`config.mk`:
```
export PLATFORM = sky130hd
export DESIGN_NAME = bcd_score_counter
export DESIGN_NICKNAME = d
export VERILOG_FILES = /design/src/rtl/bcd_score_counter.sv
export SDC_FILE = /design/constraint.sdc
export NUM_CORES = 1
export LEC_CHECK = 0
export CORE_ASPECT_RATIO = 1.25
export CORE_MARGIN = 10
export CORE_UTILIZATION = 45
export DETAILED_ROUTE_END_ITERATION = 6
export PLACE_DENSITY = 0.72
export SLEW_MARGIN = 20
export SYNTH_ARGS = -nofsm -noshare
export SYNTH_HDL_FRONTEND = slang
export SYNTH_SLANG_ARGS = --single-unit
```
`constraint.sdc`:
```
create_clock -name clk -period 8.6 [get_ports clk]
set_input_delay 0.86 -clock clk [delete_from_list [all_inputs] [get_ports clk]]
set_output_delay 0.86 -clock clk [all_outputs]
set_load 0.1 [all_outputs]
```
`src/rtl/bcd_score_counter.sv`:
```
`default_nettype none
// ============================================================================
// Module   : bcd_score_counter
// Purpose  : Packed-BCD score accumulator for the whack-a-mole game.
//            Single-cycle N-digit BCD add/subtract. Increments saturate at
//            all-9s and raise a sticky overflow flag. Decrements stop at a
//            floor of zero. Includes a synchronous clear for a new round.
// Ports    : clk        - system clock, rising edge
//            rst_n      - asynchronous active-low reset
//            clr        - synchronous clear of score and ovf
//            inc        - add INC_STEP this cycle (successful hit)
//            dec        - subtract DEC_STEP this cycle (miss/penalty)
//            score      - packed BCD, digit k at [4k+3:4k]
//            zero       - score == 0 (combinational from register)
//            sat        - score == all 9s (combinational from register)
//            ovf        - sticky: an inc was clipped since last clr/reset
//            high_score - best score since reset (only with
//                         BCD_SCORE_HIGH_SCORE_EN defined)
// Options  : define BCD_SCORE_HIGH_SCORE_EN to add the high-score register
// Revision : 1.0 - initial release
// ============================================================================
module bcd_score_counter #(
    parameter int DIGITS   = 4,
    parameter int INC_STEP = 1,
    parameter int DEC_STEP = 1
) (
    input  logic                  clk,
    input  logic                  rst_n,
    input  logic                  clr,
    input  logic                  inc,
    input  logic                  dec,
    output logic [4*DIGITS-1:0]   score,
    output logic                  zero,
    output logic                  sat,
    output logic                  ovf
`ifdef BCD_SCORE_HIGH_SCORE_EN
    ,
    output logic [4*DIGITS-1:0]   high_score
`endif
);

    localparam int              c_W         = 4 * DIGITS;
    localparam logic [c_W-1:0]  c_ALL_NINES = {DIGITS{4'h9}};
    localparam logic [4:0]      c_INC_STEP  = 5'(INC_STEP);
    localparam logic [4:0]      c_DEC_STEP  = 5'(DEC_STEP);

    logic [c_W-1:0] r_score;
    logic           r_ovf;
    logic [c_W-1:0] w_sum;
    logic [c_W-1:0] w_diff;
    logic           w_carry_out;
    logic           w_borrow_out;
    logic [c_W-1:0] w_score_nxt;
    logic           w_ovf_nxt;

    // ------------------------------------------------------------------
    // BCD ripple-carry add of the increment step into the units digit.
    // Units can reach 9+9=18, upper digits at most 9+1=10, so one -10
    // correction per digit is always enough.
    // ------------------------------------------------------------------
    always_comb begin : p_add
        logic       carry;
        logic [4:0] d;
        w_sum = '0;
        carry = 1'b0;
        d     = '0;
        for (int k = 0; k < DIGITS; k++) begin
            d = {1'b0, r_score[4*k +: 4]} + {4'b0, carry}
              + ((k == 0) ? c_INC_STEP : 5'd0);
            if (d > 5'd9) begin
                w_sum[4*k +: 4] = 4'(d - 5'd10);
                carry           = 1'b1;
            end else begin
                w_sum[4*k +: 4] = d[3:0];
                carry           = 1'b0;
            end
        end
        w_carry_out = carry;
    end

    // ------------------------------------------------------------------
    // BCD ripple-borrow subtract of the decrement step from the units.
    // ------------------------------------------------------------------
    always_comb begin : p_sub
        logic       borrow;
        logic [4:0] sub;
        logic [4:0] dig;
        w_diff = '0;
        borrow = 1'b0;
        sub    = '0;
        dig    = '0;
        for (int k = 0; k < DIGITS; k++) begin
            sub = ((k == 0) ? c_DEC_STEP : 5'd0) + {4'b0, borrow};
            dig = {1'b0, r_score[4*k +: 4]};
            if (dig < sub) begin
                w_diff[4*k +: 4] = 4'(dig + 5'd10 - sub);
                borrow           = 1'b1;
            end else begin
                w_diff[4*k +: 4] = 4'(dig - sub);
                borrow           = 1'b0;
            end
        end
        w_borrow_out = borrow;
    end

    // ------------------------------------------------------------------
    // Next-state selection: clr > (inc & dec) > inc > dec > hold.
    // A carry out of the top digit (which also covers inc at all-9s)
    // clamps to all-9s; a borrow out of the top digit clamps to zero.
    // ------------------------------------------------------------------
    always_comb begin : p_next
        w_score_nxt = r_score;
        w_ovf_nxt   = r_ovf;
        if (clr) begin
            w_score_nxt = '0;
            w_ovf_nxt   = 1'b0;
        end else if (inc && dec) begin
            w_score_nxt = r_score;
        end else if (inc) begin
            if (w_carry_out) begin
                w_score_nxt = c_ALL_NINES;
                w_ovf_nxt   = 1'b1;
            end else begin
                w_score_nxt = w_sum;
            end
        end else if (dec) begin
            w_score_nxt = w_borrow_out ? '0 : w_diff;
        end
    end

    always_ff @(posedge clk or negedge rst_n) begin : p_regs
        if (!rst_n) begin
            r_score <= '0;
            r_ovf   <= 1'b0;
        end else begin
            r_score <= w_score_nxt;
            r_ovf   <= w_ovf_nxt;
        end
    end

    assign score = r_score;
    assign ovf   = r_ovf;
    assign zero  = (r_score == '0);
    assign sat   = (r_score == c_ALL_NINES);

`ifdef BCD_SCORE_HIGH_SCORE_EN
    logic [c_W-1:0] r_high;
    logic           w_new_high;

    // Magnitude compare, most significant digit first: the first digit
    // that differs decides the result.
    always_comb begin : p_high_cmp
        logic decided;
        decided    = 1'b0;
        w_new_high = 1'b0;
        for (int k = DIGITS - 1; k >= 0; k--) begin
            if (!decided && (w_score_nxt[4*k +: 4] != r_high[4*k +: 4])) begin
                w_new_high = (w_score_nxt[4*k +: 4] > r_high[4*k +: 4]);
                decided    = 1'b1;
            end
        end
    end

    // Compares against the next score so the record moves on the same
    // edge as the score itself; clr never raises it (next score is 0).
    always_ff @(posedge clk or negedge rst_n) begin : p_high_reg
        if (!rst_n) begin
            r_high <= '0;
        end else if (w_new_high) begin
            r_high <= w_score_nxt;
        end
    end

    assign high_score = r_high;
`endif

endmodule
`default_nettype wire

```
Word level (Yosys, flattened, before mapping)
Cells that the tools add are included.
{ "word_totals": {"regBits": 17, "in_bits": 5, "out_inout_bits": 19, "elab_cells": 65} }
{ "op_classes": {"n_addsub": 20, "magnitude_cmp": 8, "n_eq_ne": 2, "muxes": 26, "n_reduce_logical": 7} }
{ "op_table": {"columns": ["cell", "n"], "rows": [
  ["16-bit two-way mux", 6],
  ["4-bit two-way mux", 8],
  ["4-bit by 1-bit subtractor with 4-bit output", 6],
  ["5-bit by 4-bit greater-than comparator with 1-bit output, second input constant", 4],
  ["4-bit adder, second input constant", 4],
  ["16-bit == test, second input constant", 1],
  ["16-bit logical NOT", 1],
  ["4-bit subtractor, second input constant", 4],
  ["4-bit by 1-bit adder with 5-bit output", 3],
  ["4-bit by 1-bit less-than comparator with 1-bit output", 3],
  ["1-bit two-way mux", 12],
  ["4-bit by 1-bit subtractor with 4-bit output, second input constant", 2],
  ["4-bit by 1-bit adder with 5-bit output, second input constant", 1],
  ["4-bit by 1-bit less-than comparator with 1-bit output, second input constant", 1],
  ["2-bit nonzero test", 2],
  ["3-bit AND reduction", 1],
  ["3-bit nonzero test", 1],
  ["2-bit inequality test, second input constant", 1],
  ["2-bit AND reduction", 1],
  ["1-bit logical AND", 1]
]} }

Longest topological paths before layout
{ "logic_depth": {"ltp_word": 16, "mapped_depth": 25, "mapped_depth_nobuf": 25} }

Worst setup path after synthesis
OpenSTA, ideal clock, no wires.
{ "synth_path": {"path_kind": "register to register", "start": "reg r_score[0] (netlist: score[0])", "end": "reg r_score[15] (netlist: score[15])", "setup_time_ns": 0.111, "arrival_ns": 6.562, "required_time_ns": 8.489, "path_slack_ns": 1.926, "path_stages_with_launch": 25, "n_path_buf": 0, "period_less_slack_ns": 6.674, "cell_sequence": "dfrtp_1 -> inv_1 -> ha_1 -> inv_1 -> ha_1 -> inv_1 -> a311oi_2 -> nor4_4 -> ha_1 -> ha_1 -> and4b_1 -> a211oi_1 -> o221ai_2 -> ha_1 -> ha_1 -> or3_1 -> a41oi_1 -> inv_1 -> ha_1 -> ha_1 -> nand2b_1 -> a31oi_1 -> or3_4 -> a31o_1 -> a2111oi_2"} }
{ "synth_via": {"elab_chain_len": 16, "elab_cells_between_ends": 31, "classes_between": "7 x add/sub; 8 x order compare; 16 x mux"} }
{ "synth_rtl": {"columns": ["element", "line", "rtl"], "rows": [
  ["start, declared", "47", "logic [c_W-1:0] r_score;"],
  ["start signal, assigned", "136", "r_score <= w_score_nxt;"],
  ["4-bit by 1-bit adder with 5-bit output", "69", "+ ((k == 0) ? c_INC_STEP : 5'd0);"],
  ["5-bit by 4-bit greater-than comparator with 1-bit output", "70", "if (d > 5'd9) begin"],
  ["1-bit two-way mux", "70", null],
  ["4-bit by 1-bit adder with 5-bit output", "68", "d = {1'b0, r_score[4*k +: 4]} + {4'b0, carry}"],
  ["5-bit by 4-bit greater-than comparator with 1-bit output", "70", null],
  ["1-bit two-way mux", "70", null],
  ["4-bit by 1-bit adder with 5-bit output", "68", null],
  ["5-bit by 4-bit greater-than comparator with 1-bit output", "70", null],
  ["1-bit two-way mux", "70", null],
  ["4-bit by 1-bit adder with 5-bit output", "68", null],
  ["4-bit subtractor / 5-bit by 4-bit greater-than comparator with 1-bit output (equally long branches)", "71, 70", null],
  ["4-bit two-way mux / 1-bit two-way mux (equally long branches)", "70", null],
  ["16-bit two-way mux", "120", "if (w_carry_out) begin"],
  ["16-bit two-way mux (*)", "119", "end else if (inc) begin"],
  ["16-bit two-way mux (*)", "117", "end else if (inc && dec) begin"],
  ["16-bit two-way mux (*)", "114", "if (clr) begin"]
]} }
Mark *: on every way between the ends. The rest lies on a longest branch, timed or not. The select of a mux whose other input is x is not followed.
A chain may end at the register's enable or synchronous reset.

Final worst setup path
{ "layout_path": {"start": "reg r_score[0] (netlist: score[0])", "end": "reg r_score[12] (netlist: score[12])"} }
Same word-level chain as after synthesis.

==> run_summary.xml <==
<?xml version="1.0" encoding="UTF-8"?>
<metrics>
  <group name="setup_path">
    <metric name="critical_path.cell_chain" unit="">inv_1 -&gt; ha_1 -&gt; inv_1 -&gt; ha_1 -&gt; inv_1 -&gt; a311oi_2 -&gt; nor4_4 -&gt; ha_1 -&gt; ha_1 -&gt; and4b_1 -&gt; a211oi_1 -&gt; o221ai_2 -&gt; ha_1 -&gt; ha_1 -&gt; or3_1 -&gt; a41oi_1 -&gt; inv_1 -&gt; ha_1 -&gt; ha_1 -&gt; nand2b_1 -&gt; a31oi_1 -&gt; o31ai_1 -&gt; o221ai_1 -&gt; nand2_1</metric>
    <metric name="stage_delay_of_the_slowest_cell_on_the_critical_path" unit="ns">0.78</metric>
    <metric name="crit_path_start_kind" unit="">flop</metric>
    <metric name="type_of_the_worst_setup_path" unit="">reg2reg</metric>
    <metric name="worst_ep_arrival_time" unit="ns">6.77</metric>
    <metric name="critical_path.max_fanout" unit="">9</metric>
    <metric name="critical-path-top-delay-family" unit="">adder cells</metric>
    <metric name="crit_top_cell" unit="">ha_1</metric>
    <metric name="critPathCaptureType" unit="">flop</metric>
    <metric name="crit_buf_inv" unit="">4</metric>
    <metric name="required" unit="ns">8.80</metric>
    <metric name="setup.reg_to_reg.worst_slack" unit="ns">2.03</metric>
    <metric name="cp_slowest_cell" unit="">o31ai_1</metric>
  </group>
  <group name="synthesis">
    <metric name="synth-edff-count" unit="">0</metric>
    <metric name="synth_top_cells_by_area" unit="">dfrtp_1, ha_1, inv_1, nand2_1, xnor2_1</metric>
    <metric name="number_of_different_library_cells_in_the_post_synthesis_netlist" unit="">59</metric>
    <metric name="synth-main-ff-cell" unit="">dfrtp_1</metric>
    <metric name="postSynth.asyncResetShare" unit="%">100.0</metric>
    <metric name="netlist.top_cell.by_area" unit="">dfrtp_1</metric>
    <metric name="sequential_fraction_of_the_synthesis_area" unit="%">20.09</metric>
    <metric name="yosysTopAreaCellShare" unit="%">20.09</metric>
    <metric name="synthesis.yosys.warnings" unit="">0</metric>
    <metric name="syn-instance-count" unit="">259</metric>
    <metric name="synthesized_area" unit="sq mm">0.002117</metric>
    <metric name="postSynthRegisterBits" unit="">17</metric>
    <metric name="postSynthAreaPerCell" unit="sq um">8.174</metric>
    <metric name="synth_nets" unit="">293</metric>
  </group>
  <group name="detailed_routing">
    <metric name="dr_total_vias" unit="">1950</metric>
    <metric name="vias_per_cell" unit="">5.873</metric>
    <metric name="ant_nets" unit="">0</metric>
    <metric name="final_routed_wirelength_across_all_metal_layers" unit="um">5379</metric>
    <metric name="drt-initial-drc-count" unit="">157</metric>
    <metric name="dr.pass1.iters" unit="">4</metric>
    <metric name="route.detailed.wl_per_inst" unit="um">16.20</metric>
    <metric name="detail_route.drc_violations" unit="">0</metric>
  </group>
  <group name="pwr">
    <metric name="ir_drop" unit="uV">196.4</metric>
    <metric name="power_density" unit="mW/mm^2">246.2</metric>
    <metric name="p_leak" unit="uW">0.0009801</metric>
  </group>
  <group name="sta">
    <metric name="finalWorstPathRequiredPeriod" unit="ns">6.571</metric>
    <metric name="final-max-slew-violation-count" unit="">0</metric>
    <metric name="timing.fmax" unit="MHz">152.2</metric>
    <metric name="fin_hold_ws" unit="ns">0.5061</metric>
    <metric name="tightest_slew" unit="ns">0.9787</metric>
    <metric name="setup-violations-final" unit="">0</metric>
    <metric name="max_transition_margin" unit="%">34.55</metric>
    <metric name="layout_worst_path_cycle_share" unit="%">76.40</metric>
    <metric name="setup_total_negative_slack" unit="ns">0</metric>
    <metric name="rsz_0062_raised_after_global_routing" unit="">false</metric>
    <metric name="clock-skew-final" unit="ns">0.01200</metric>
    <metric name="setup_slack_after_layout" unit="ns">2.029</metric>
    <metric name="report.final.hold_viol_count" unit="">0</metric>
  </group>
  <group name="clock_tree">
    <metric name="post_cts_resize_count" unit="">0</metric>
    <metric name="hold_buffers" unit="">0</metric>
    <metric name="clk_pin_slew_worst_paths" unit="ns">0.08</metric>
    <metric name="ctsHtreeMaxLevel" unit="">1</metric>
    <metric name="tritoncts.num_buffers" unit="">3</metric>
    <metric name="clock_sink_count" unit="">17</metric>
    <metric name="cts-root-buf" unit="">clkbuf_8</metric>
    <metric name="number_of_buffers_on_the_longest_clock_path" unit="">2</metric>
    <metric name="cts_tree" unit="">yes</metric>
    <metric name="postCtsSetupBuffers" unit="">0</metric>
    <metric name="clkLatencyLatePin" unit="ns">0.26</metric>
  </group>
  <group name="grt">
    <metric name="grt_pass1_wl" unit="um">9273</metric>
    <metric name="grt_overflow" unit="">0</metric>
    <metric name="grt_pass1_vias" unit="">1875</metric>
    <metric name="grt_antenna_before_repair" unit="">0</metric>
    <metric name="track_usage" unit="%">14.00</metric>
    <metric name="pin_count_of_the_biggest_net_entering_global_routing" unit="">18</metric>
  </group>
  <group name="worst_hold_path">
    <metric name="min_path_type" unit="">reg2reg</metric>
  </group>
  <group name="placement">
    <metric name="globalplace.congestion" unit="">0.8654</metric>
    <metric name="place.detailed.instances" unit="">328</metric>
    <metric name="hpwl" unit="um">3957</metric>
    <metric name="numPortBuffers" unit="">23</metric>
    <metric name="dpl_worst_slack" unit="ns">2.158</metric>
  </group>
  <group name="floorplanning">
    <metric name="core_region_area" unit="sq mm">0.004493</metric>
    <metric name="die_width" unit="um">81.35</metric>
    <metric name="rows" unit="">27</metric>
    <metric name="initial_core_util" unit="%">47.12</metric>
    <metric name="die_height" unit="um">96.69</metric>
    <metric name="die-area" unit="sq mm">0.007865</metric>
    <metric name="i_o_pin_total" unit="">24</metric>
  </group>
  <group name="final_layout">
    <metric name="layout-area-overhead-vs-synth" unit="%">13.59</metric>
    <metric name="final_util" unit="%">53.52</metric>
    <metric name="antennaDiodeCount" unit="">0</metric>
    <metric name="fin_cells" unit="">332</metric>
    <metric name="fraction_of_layout_cells_with_a_size_suffix_above_1" unit="%">4.745</metric>
    <metric name="num-fill-cells" unit="">437</metric>
    <metric name="final_net_count" unit="">309</metric>
  </group>
  <group name="flow_run">
    <metric name="timing.max_cap.violations" unit="">0</metric>
  </group>
  <group name="outcome">
    <metric name="outcome" unit="">finished, final reports clean</metric>
  </group>
</metrics>
-- tightest hold or removal path: stages (launching register included) --
cell and delay, ns:
dfrtp_1 0.36, a21oi_1 0.04, nor2_1 0.07
-- report_power, final --
| part | switching (uW) | internal [uW] |
|---|---|---|
| Clock | 30.3 | 32.9 |
| Combinational | 261 | 137 |
| Sequential | 38.0 | 92.8 |
| Total | 329 | 263 |
-- layout by cell type (no fill, tap or decap), types with 3 or more instances in the layout --
cell type         n
o21ai_0           6
nor2_1           15
mux2_1            3
mux2i_1           4
o21ai_1           7
nand2_1          24
a21oi_1          15
nand2b_1          4
nand4_1           4
nor3_1            6
nand3_1           5
inv_1            28
o31ai_1           4
dfrtp_1          17
xnor2_1          10
o221ai_1          5
nor3b_1           5
a22oi_1           3
clkbuf_8          3
ha_1             29
clkdlybuf4s50_1  23
a211oi_1          7
-- per-layer routing --
metal	routed length (um)	up-vias	track usage (%)	part of all wire (%)
li1	-	970	-	-
met1	2449	943	17.97	46
met2	2638	33	22.98	49
met3	236	4	2.680	4.4
met4	54	0	3.453	1.0
met5	0	-	0	0
-- cell usage after synthesis (2+ instances only) --
master     n
dfrtp_1   17
mux2_1     3
inv_1     28
nor4b_1    2
a221oi_1   2
clkbuf_1   5
buf_6      2
nor2b_1    2
o31ai_1    4
nor3b_1    5
nor3_1     6
a41oi_1    2
and2b_1    2
buf_2      5
xor2_1     2
a21oi_1   15
a31oi_1    2
a22oi_1    3
xnor2_1   10
o21ai_1    7
nor3_2     2
o21ai_0    6
ha_1      29
nand2b_1   4
nand2_1   24
mux2i_1    4
a21o_1     2
a211oi_1   7
and3_1     2
nor2_1    15
o221ai_1   5
nand4_1    4
nand3_1    5
-- area by class of cell --
class / count / area [sq um] / area share [%]
multi-input cells: 201 / 1523 / 63.32
inverters: 29 / 108.9 / 4.527
repair buffers: 23 / 230.2 / 9.573
well taps: 58 / 72.57 / 3.018
clock buffers: 4 / 45.04 / 1.873
flip-flops and latches: 17 / 425.4 / 17.69
-- flip-flops by register name, indices dropped and copies added (netlist names) --
name	count
ovf	1
score	16
-- cells by family (layout without fill, tap and decap cells) --
logic type               Yosys count  count (layout)  share of synthesized area [%]
XOR/XNOR                          13              13                          5.733
multiplexers                       7               7                          3.487
AND/OR/NAND/NOR                   85              85                          22.64
adder cells (fa/ha/maj)           29              29                          17.14
buffers and inverters             41              56                          8.274
flip-flops                        17              17                          20.09
AO/OA/AOI/OAI                     67              67                          22.64
-- per-stage QoR --
stage	power [uW]	instance area [sq um]
floorplan	442.5	2117
global placement	524.3	2354
detailed placement	528.2	2354
CTS	595.4	2399
global route	638.5	2405
finish	592.0	2405
-- path summary, 6_finish.rpt --
path / start / to / depth (start not counted)
setup / recovery: score[0] / score[12] / 24
hold / removal: ovf / ovf / 2
min in group asynchronous: rst_n / score[14] / 1
setup reg to reg: score[0] / score[12] / 24
hold reg to reg: ovf / ovf / 2
max in group asynchronous: rst_n / score[8] / 1
No activity file was read; power rests on OpenSTA's default activity.
